===== config.mk =====
export PLATFORM = sky130hd
export DESIGN_NAME = pwm_led_bz_flat
export DESIGN_NICKNAME = d
export VERILOG_FILES = /design/src/rtl/pwm_led_bz_if.sv /design/src/rtl/pwm_led_bz.sv /design/src/flat_wrapper.sv
export SDC_FILE = /design/constraint.sdc
export NUM_CORES = 1
export LEC_CHECK = 0
export ABC_AREA = 1
export BUFFER_PORTS_ARGS = -buffer_cell sky130_fd_sc_hd__buf_2
export CORE_MARGIN = 4
export CORE_UTILIZATION = 59
export CTS_CLUSTER_DIAMETER = 100
export DETAILED_ROUTE_END_ITERATION = 8
export PLACE_DENSITY = 0.79
export SYNTH_ARGS = -nofsm -noshare
export SYNTH_HDL_FRONTEND = slang
export SYNTH_SLANG_ARGS = --single-unit

===== constraint.sdc =====
create_clock -name CLK -period 2.6 [get_ports CLK]
set_input_delay 0.52 -clock CLK [delete_from_list [all_inputs] [get_ports CLK]]
set_output_delay 0.52 -clock CLK [all_outputs]
set_load 0.03 [all_outputs]

===== src/rtl/pwm_led_bz_if.sv =====
// ----------------------------------------------------------------------------
// pwm_led_bz_if
// Register/output bundle for the PWM LED/buzzer driver. Clock and reset stay
// plain ports on the design; this interface carries everything else.
//
//   FREQ_Cnt_Reg   [31:0]  PWM period P in clock cycles
//   BZ_Puty_Reg    [31:0]  buzzer high-time
//   LEDR_Puty_Reg  [31:0]  red LED high-time
//   LEDG_Puty_Reg  [31:0]  green LED high-time
//   LEDB_Puty_Reg  [31:0]  blue LED high-time
//   BZ_PWM, LEDR_PWM, LEDG_PWM, LEDB_PWM   channel drives
//   PERIOD_END     one-cycle pulse at the start of each period
//   RUNNING        high while the generator is running
//
// master: register-file side (drives setup, observes drives)
// slave : the PWM block itself
// ----------------------------------------------------------------------------
interface pwm_led_bz_if;
    logic [31:0] FREQ_Cnt_Reg;
    logic [31:0] BZ_Puty_Reg;
    logic [31:0] LEDR_Puty_Reg;
    logic [31:0] LEDG_Puty_Reg;
    logic [31:0] LEDB_Puty_Reg;
    logic        BZ_PWM;
    logic        LEDR_PWM;
    logic        LEDG_PWM;
    logic        LEDB_PWM;
    logic        PERIOD_END;
    logic        RUNNING;

    modport master (
        output FREQ_Cnt_Reg, BZ_Puty_Reg, LEDR_Puty_Reg, LEDG_Puty_Reg, LEDB_Puty_Reg,
        input  BZ_PWM, LEDR_PWM, LEDG_PWM, LEDB_PWM, PERIOD_END, RUNNING
    );

    modport slave (
        input  FREQ_Cnt_Reg, BZ_Puty_Reg, LEDR_Puty_Reg, LEDG_Puty_Reg, LEDB_Puty_Reg,
        output BZ_PWM, LEDR_PWM, LEDG_PWM, LEDB_PWM, PERIOD_END, RUNNING
    );
endinterface


===== src/rtl/pwm_led_bz.sv =====
// ----------------------------------------------------------------------------
// pwm_led_bz
// Four-channel PWM generator (buzzer + RGB LED) sharing one period counter.
// Period and duty values are captured into shadow registers at each period
// boundary, so register writes mid-period never produce a partial period.
//
// Ports:
//   CLK   clock, everything on the rising edge
//   RST   synchronous active-high reset
//   bus   pwm_led_bz_if.slave: period/duty inputs, PWM drives, PERIOD_END,
//         RUNNING
//
// Parameter:
//   LED_ACTIVE_LOW  1 = the three LED drives are inverted (buzzer never is)
// ----------------------------------------------------------------------------
module pwm_led_bz #(
    parameter bit LED_ACTIVE_LOW = 1'b0
) (
    input  logic         CLK,
    input  logic         RST,
    pwm_led_bz_if.slave  bus
);

    typedef enum logic {
        ST_IDLE = 1'b0,
        ST_RUN  = 1'b1
    } state_t;

    // Channel order inside the packed vectors: 0 = buzzer, 1 = R, 2 = G, 3 = B.
    localparam int NCH = 4;

    // Inactive level of each drive; XOR-ing with it maps "active" onto the pin.
    localparam logic [NCH-1:0] POL_MASK = {{3{LED_ACTIVE_LOW}}, 1'b0};

    state_t                 state_q, state_d;
    logic [31:0]            cnt_q, cnt_d;
    logic [31:0]            p_sh_q, p_sh_d;
    logic [NCH-1:0][31:0]   d_sh_q, d_sh_d;
    logic [NCH-1:0]         out_q, out_d;
    logic                   period_end_q, period_end_d;
    logic                   running_q;

    logic [NCH-1:0][31:0]   d_in;
    logic                   freq_ok;
    logic                   at_end;
    logic                   load;

    assign d_in[0] = bus.BZ_Puty_Reg;
    assign d_in[1] = bus.LEDR_Puty_Reg;
    assign d_in[2] = bus.LEDG_Puty_Reg;
    assign d_in[3] = bus.LEDB_Puty_Reg;

    // Periods of 0 or 1 cycle are not runnable; the generator parks in IDLE.
    assign freq_ok = (bus.FREQ_Cnt_Reg >= 32'd2);

    // p_sh_q is always >= 2 while in RUN, so the subtraction cannot wrap there.
    assign at_end  = (cnt_q == p_sh_q - 32'd1);

    // ------------------------------------------------------------------------
    // Next-state / counter / shadow-load logic
    // ------------------------------------------------------------------------
    // NOTE: every signal driven here gets a default first, so no path leaves
    // one unassigned and no latch is inferred.
    always_comb begin
        state_d      = state_q;
        cnt_d        = cnt_q;
        p_sh_d       = p_sh_q;
        d_sh_d       = d_sh_q;
        period_end_d = 1'b0;
        load         = 1'b0;

        case (state_q)
            ST_IDLE: begin
                cnt_d = '0;
                if (freq_ok) begin
                    load         = 1'b1;
                    state_d      = ST_RUN;
                    period_end_d = 1'b1;
                end
            end

            ST_RUN: begin
                if (!at_end) begin
                    cnt_d = cnt_q + 32'd1;
                end else begin
                    cnt_d = '0;
                    if (freq_ok) begin
                        load         = 1'b1;
                        period_end_d = 1'b1;
                    end else begin
                        state_d = ST_IDLE;
                    end
                end
            end

            default: begin
                state_d = ST_IDLE;
                cnt_d   = '0;
            end
        endcase

        if (load) begin
            p_sh_d = bus.FREQ_Cnt_Reg;
            d_sh_d = d_in;
        end
    end

    // ------------------------------------------------------------------------
    // Channel compare: active while running and still inside the high-time.
    // D_sh >= P_sh keeps the compare true across the whole period, including
    // the wrap cycle, and D_sh = 0 never matches.
    // ------------------------------------------------------------------------
    always_comb begin
        out_d = POL_MASK;
        for (int i = 0; i < NCH; i++) begin
            out_d[i] = ((state_q == ST_RUN) && (cnt_q < d_sh_q[i])) ^ POL_MASK[i];
        end
    end

    // ------------------------------------------------------------------------
    // State registers
    // ------------------------------------------------------------------------
    // NOTE: sequential state uses non-blocking assignments so every flop
    // samples the pre-edge values, independent of statement order.
    always_ff @(posedge CLK) begin
        if (RST) begin
            // Shadows are a handful of flops, not a memory, so they are
            // cleared with the rest of the state.
            state_q      <= ST_IDLE;
            cnt_q        <= '0;
            p_sh_q       <= '0;
            d_sh_q       <= '0;
            out_q        <= POL_MASK;
            period_end_q <= 1'b0;
            running_q    <= 1'b0;
        end else begin
            state_q      <= state_d;
            cnt_q        <= cnt_d;
            p_sh_q       <= p_sh_d;
            d_sh_q       <= d_sh_d;
            out_q        <= out_d;
            period_end_q <= period_end_d;
            running_q    <= (state_q == ST_RUN);
        end
    end

    assign bus.BZ_PWM     = out_q[0];
    assign bus.LEDR_PWM   = out_q[1];
    assign bus.LEDG_PWM   = out_q[2];
    assign bus.LEDB_PWM   = out_q[3];
    assign bus.PERIOD_END = period_end_q;
    assign bus.RUNNING    = running_q;

endmodule


===== src/flat_wrapper.sv =====
// flat-port wrapper written by rule: the top's interface ports become plain ports
module pwm_led_bz_flat 
#(
    parameter bit LED_ACTIVE_LOW = 1'b0
)
  (CLK, RST, bus_FREQ_Cnt_Reg, bus_BZ_Puty_Reg, bus_LEDR_Puty_Reg, bus_LEDG_Puty_Reg, bus_LEDB_Puty_Reg, bus_BZ_PWM, bus_LEDR_PWM, bus_LEDG_PWM, bus_LEDB_PWM, bus_PERIOD_END, bus_RUNNING);
  pwm_led_bz_if bus_i ();
  input  logic CLK;
  input  logic RST;
  input wire logic [$bits(bus_i.FREQ_Cnt_Reg)-1:0] bus_FREQ_Cnt_Reg;
  input wire logic [$bits(bus_i.BZ_Puty_Reg)-1:0] bus_BZ_Puty_Reg;
  input wire logic [$bits(bus_i.LEDR_Puty_Reg)-1:0] bus_LEDR_Puty_Reg;
  input wire logic [$bits(bus_i.LEDG_Puty_Reg)-1:0] bus_LEDG_Puty_Reg;
  input wire logic [$bits(bus_i.LEDB_Puty_Reg)-1:0] bus_LEDB_Puty_Reg;
  output wire logic [$bits(bus_i.BZ_PWM)-1:0] bus_BZ_PWM;
  output wire logic [$bits(bus_i.LEDR_PWM)-1:0] bus_LEDR_PWM;
  output wire logic [$bits(bus_i.LEDG_PWM)-1:0] bus_LEDG_PWM;
  output wire logic [$bits(bus_i.LEDB_PWM)-1:0] bus_LEDB_PWM;
  output wire logic [$bits(bus_i.PERIOD_END)-1:0] bus_PERIOD_END;
  output wire logic [$bits(bus_i.RUNNING)-1:0] bus_RUNNING;
  assign bus_i.FREQ_Cnt_Reg = bus_FREQ_Cnt_Reg;
  assign bus_i.BZ_Puty_Reg = bus_BZ_Puty_Reg;
  assign bus_i.LEDR_Puty_Reg = bus_LEDR_Puty_Reg;
  assign bus_i.LEDG_Puty_Reg = bus_LEDG_Puty_Reg;
  assign bus_i.LEDB_Puty_Reg = bus_LEDB_Puty_Reg;
  assign bus_BZ_PWM = bus_i.BZ_PWM;
  assign bus_LEDR_PWM = bus_i.LEDR_PWM;
  assign bus_LEDG_PWM = bus_i.LEDG_PWM;
  assign bus_LEDB_PWM = bus_i.LEDB_PWM;
  assign bus_PERIOD_END = bus_i.PERIOD_END;
  assign bus_RUNNING = bus_i.RUNNING;
  pwm_led_bz #(.LED_ACTIVE_LOW(LED_ACTIVE_LOW)) u_core (.CLK(CLK), .RST(RST), .bus(bus_i));
endmodule

==> Yosys cells after proc, flatten, opt, wreduce, memory -nomap -nowiden <==
Index checks and enable logic that the tools add are counted.
{ "totals": {"register_bits": 199, "elab_cells": 30} }
{ "op_classes": {"eq_ne": 1, "n_reduce_logical": 4, "addsub": 2, "bitwise": 1, "n_lt_le_gt_ge": 5, "mux": 7} }
{ "op_table": {"columns": ["op", "count"], "rows": [
  ["$lt 32x32->1", 4],
  ["$pmux 32 s2", 1],
  ["$add 32x1->32 const B", 1],
  ["$eq 32x32->1", 1],
  ["$ge 32x2->1 const B", 1],
  ["$mux 32", 1],
  ["$sub 32x1->32 const B", 1],
  ["$logic_and 1x1->1", 4],
  ["$pmux 1 s2", 2],
  ["$mux 1", 3],
  ["$not 1->1", 1]
]} }

==> Longest topological paths before layout <==
{ "logic_depth": {"word_depth": 4, "depth_mapped": 20, "depth_no_buf": 18} }

==> Worst setup path before layout <==
No wires, ideal clock.
{ "synth_timing": {"path_kind": "reg-to-reg", "from": "reg u_core.p_sh_q[0]", "to": "reg u_core.d_sh_q[43] (netlist name)", "setup_slack_ns": 0.296, "synth_period_minus_slack_ns": 2.304, "path_stages_with_launch": 18, "n_path_buf": 2, "required_ns": 2.485, "arrival_time_ns": 2.189, "setup_ns": 0.115, "path_cell_list": "dfxtp_1 -> inv_1 -> ha_1 -> nand2_1 -> nor2_4 -> nand2_1 -> nor2_1 -> nand3b_1 -> nand2_1 -> nand2_1 -> nor2_1 -> nand3_1 -> o21bai_4 -> buf_4 -> buf_4 -> nand3_1 -> nand2_1 -> nor2_1"} }
{ "synth_via": {"elab_chain_len": 4} }
{ "synth_lines": {"columns": ["item", "line_no", "rtl"], "rows": [
  ["start: declaration", "pwm_led_bz.sv:37", "logic [31:0] p_sh_q, p_sh_d;"],
  ["start signal: assignment", "pwm_led_bz.sv:139", "p_sh_q <= p_sh_d;"],
  ["$sub 32x1->32", "pwm_led_bz.sv:57", "assign at_end = (cnt_q == p_sh_q - 32'd1);"],
  ["$eq 32x32->1", "pwm_led_bz.sv:57", null],
  ["$mux 1", "pwm_led_bz.sv:83", "if (!at_end) begin"],
  ["$pmux 1 s2", "pwm_led_bz.sv:72", "case (state_q)"],
  ["end signal: assignment", "pwm_led_bz.sv:140", "d_sh_q <= d_sh_d;"],
  ["end: declaration", "pwm_led_bz.sv:38", "logic [NCH-1:0][31:0] d_sh_q, d_sh_d;"]
]} }
Every way passes these cells.
A chain may end at the register's enable or synchronous reset.

==> Worst setup path after layout <==
{ "layout_timing": {"from": "reg u_core.p_sh_q[6]", "to": "reg u_core.d_sh_q[105] (netlist name)"} }
The elaborated chain is that of the path after synthesis.

==> results.py <==
metrics = {
    "logic_synthesis": {
        "ys_seq_area_frac": 0.301,
        "synth_most_common_cell": "inv_1",
        "synth_top_area_share": 0.301,
        "synth_flop_cell": "dfxtp_1",
        "async_reset_ff_frac": 0,
        "avgSynthCellArea_um2": 6.50,
        "synth_area_um2": 13200,
        "ys_warn_count": 0,
        "netlist_top_cells_area": "dfxtp_1 (30%), ha_1 (12%), inv_1 (10%)",
        "netlist_top_cells_count": "inv_1 (369), nand2_1 (365), nor2_1 (291)",
        "synth_edf_count": 0,
        "synth_cell_types": 42,
        "synth-seq-cells": 199,
        "yosysTopAreaCell": "dfxtp_1",
        "postSynthCellCount": 2036,
        "syn-num-nets": 2324,
    },
    "flow_run": {
        "cap_violations": 0,
    },
    "clock_tree": {
        "clk_pin_slew_ns": 0.07,
        "insertion_delay_ns": 0.44,
        "cts_tree": "yes",
        "clock_sinks": 199,
        "clockBufferDepth": 2,
        "cts_root_buf": "clkbuf_16",
        "numCtsBuffers": 17,
        "htree_levels": 4,
    },
    "min_path": {
        "whs_endpoint": "u_core.bus.PERIOD_END",
        "hold_path_depth": 2,
        "hold_start": "RST",
        "hold_path_class": "input pin to register",
    },
    "die": {
        "die_area_um2": 24900,
        "die_x_um": 158,
        "start_util": 0.603,
        "io_pins": 168,
        "core_area_um2": 22000,
        "die_y_um": 158,
        "row_count": 54,
    },
    "timing": {
        "fin_skew_ns": 0.0108,
        "period_needed_ns": 2.63,
        "finalWorstSetupSlack_ns": -0.0272,
        "final_hold_viol_count": 0,
        "worstMarginPinSlew_ns": 0.707,
        "report.final.slew_viol_count": 0,
        "worst_slew_margin_rel": 0.529,
        "setup_tns_ns": -0.288,
        "period_share": 1.01,
        "rsz0062_at_grt": "true",
        "fmax_mhz": 381,
        "setup_viol": 28,
    },
    "route": {
        "dr_total_vias": 13657,
        "drtIter0Drc": 1136,
        "vias_per_cell": 5.41,
        "final_antenna_net_count": 0,
        "drcViolationCount": 0,
        "avgRoutedWirePerCell_um": 15.4,
        "routed_wl_mm": 39.0,
        "drtPass1Iterations": 5,
    },
    "placed_design": {
        "pre_cts_slack_ns": -0.139,
        "hpwlAfterDp_mm": 25.2,
        "portBuffers": 167,
        "gp_congestion": 0.924,
    },
    "global_route": {
        "antenna_found_initial": 0,
        "gr-total-overflow": 0,
        "track_usage": 0.274,
        "grt_pass1_vias": 12070,
        "grt_pass1_wl_mm": 55.9,
        "grt_max_degree": 162,
    },
    "final_layout": {
        "drive_gt1_frac": 0.183,
        "layout.nets": 2522,
        "antenna_cells": 0,
        "syn_to_final_growth_pct": 23.8,
        "n_fill_cell": 1712,
    },
    "outcome": {
        "violations": "setup timing",
        "status": "finished with violations",
    },
    "power_and_ir_drop": {
        "leakage_nw": 8.43,
        "peakVddDrop_mv": 0.360,
        "pwr_density_cell_nw_per_um2": 478,
    },
    "worst_setup_path": {
        "r2r_setup_slack_ns": -0.03,
        "endpoint_kind": "register",
        "path_max_fanout": 7,
        "arrival_ns": 2.96,
        "ff2ff_path_depth": 18,
        "r2r_start": "u_core.p_sh_q[6]",
        "reg2reg_to": "u_core.d_sh_q[105]",
        "start_kind": "register",
        "critPathKind": "register to register",
        "worstPathRequired_ns": 2.94,
    },
}
worst max-delay path by stage:
stage,to,startpoint,cells after the start
after floorplan,u_core.d_sh_q[43],u_core.p_sh_q[0],17
after global routing,u_core.d_sh_q[105],u_core.p_sh_q[6],18
after detailed placement,u_core.d_sh_q[33],u_core.p_sh_q[0],17
after CTS,u_core.d_sh_q[33],u_core.p_sh_q[0],18
final,u_core.d_sh_q[105],u_core.p_sh_q[6],18
after global placement,u_core.d_sh_q[43],u_core.p_sh_q[0],17
registers in the layout (all words and copies together) (netlist names):
register and count:
u_core.cnt_q 32, u_core.p_sh_q 32, u_core.bus.RUNNING 1, u_core.state_q 1, u_core.out_q 4, u_core.bus.PERIOD_END 1, u_core.d_sh_q 128
critical path, stage by stage, from the launching register on:
cell and delay (ns):
dfxtp_1 0.38, nor2_2 0.19, nand2_2 0.10, nor2_4 0.16
buf_6 0.13, nand3b_1 0.07, nand2_1 0.08, nand2_1 0.06
nor2_1 0.08, nand2_1 0.10, nor2_1 0.11, nand3_1 0.13
o21bai_4 0.21, buf_12 0.17, buf_12 0.15, clkbuf_16 0.16
nand3_2 0.06, nand2_1 0.11, nor2_1 0.05
power by group:
group / internal (mW) / switching [mW] / leakage, nW
logic: 0.784 / 1.01 / 6.52
clock network: 1.41 / 1.23 / 0.268
registers: 3.25 / 0.156 / 1.64
total: 5.45 / 2.39 / 8.43
metrics by stage:
| step | instance area, um2 | cells | util | power, mW | hold slack (ns) |
|---|---|---|---|---|---|
| floorplan | 13200 | 2036 | - | 4.50 | 0.422 |
| global placement | 14600 | 2460 | 0.666 | 4.90 | 0.462 |
| detailed placement | 14600 | 2460 | 0.666 | 4.94 | 0.468 |
| CTS | 15200 | 2493 | 0.693 | 7.54 | 0.342 |
| global route | 16400 | 2525 | 0.747 | 8.21 | 0.361 |
| finish | 16400 | 2525 | 0.747 | 7.84 | 0.356 |
cells in the final DEF (no fill, tap or decap), types with 24 or more instances in the layout:
cell / n
nand2_1: 361
clkbuf_16: 32
a21oi_1: 220
nand3_2: 63
buf_4: 51
inv_1: 367
xor2_1: 33
ha_1: 125
dfxtp_1: 192
nand3_1: 127
nor2_1: 279
buf_2: 167
nand4_1: 24
kinds of logic (layout without fill, tap and decap cells):
family                   Yosys count  after routing  share of synthesized area
adder cells (fa/ha/maj)          126            126                      0.119
AO/OA/AOI/OAI                    278            278                      0.113
flip-flops                       199            199                      0.301
buffers and inverters            466            675                      0.142
XOR/XNOR                          52             52                     0.0344
AND/OR/NAND/NOR                  915            915                      0.290
repair_timing:
item,4_1_cts,5_1_grt
cloned,0,22
setup endpoints to repair,193,193
hold buffers,0,0
pin swaps,2,33
gates resized for setup,4,146
setup buffers,3,11
hold endpoints to repair,0,0
final cells by class:
cell class                      count  area (um2)  area share
Multi-Input combinational cell   1371        7830       0.477
Sequential cell                   199        3990       0.243
Tap cell                          280         350      0.0214
Inverter                          373        1400      0.0855
Timing Repair Buffer              272        2270       0.138
Clock buffer                       18         429      0.0262
Clock inverter                     12         129     0.00786
layer usage:
| layer | up-vias | part of all wire | GRT usage |
|---|---|---|---|
| li1 | 6836 | - | - |
| met1 | 6248 | 0.42 | 0.348 |
| met2 | 452 | 0.49 | 0.485 |
| met3 | 121 | 0.054 | 0.0361 |
| met4 | 0 | 0.035 | 0.0848 |
| met5 | - | 0 | 0 |
(Power assumes the default switching activity.)
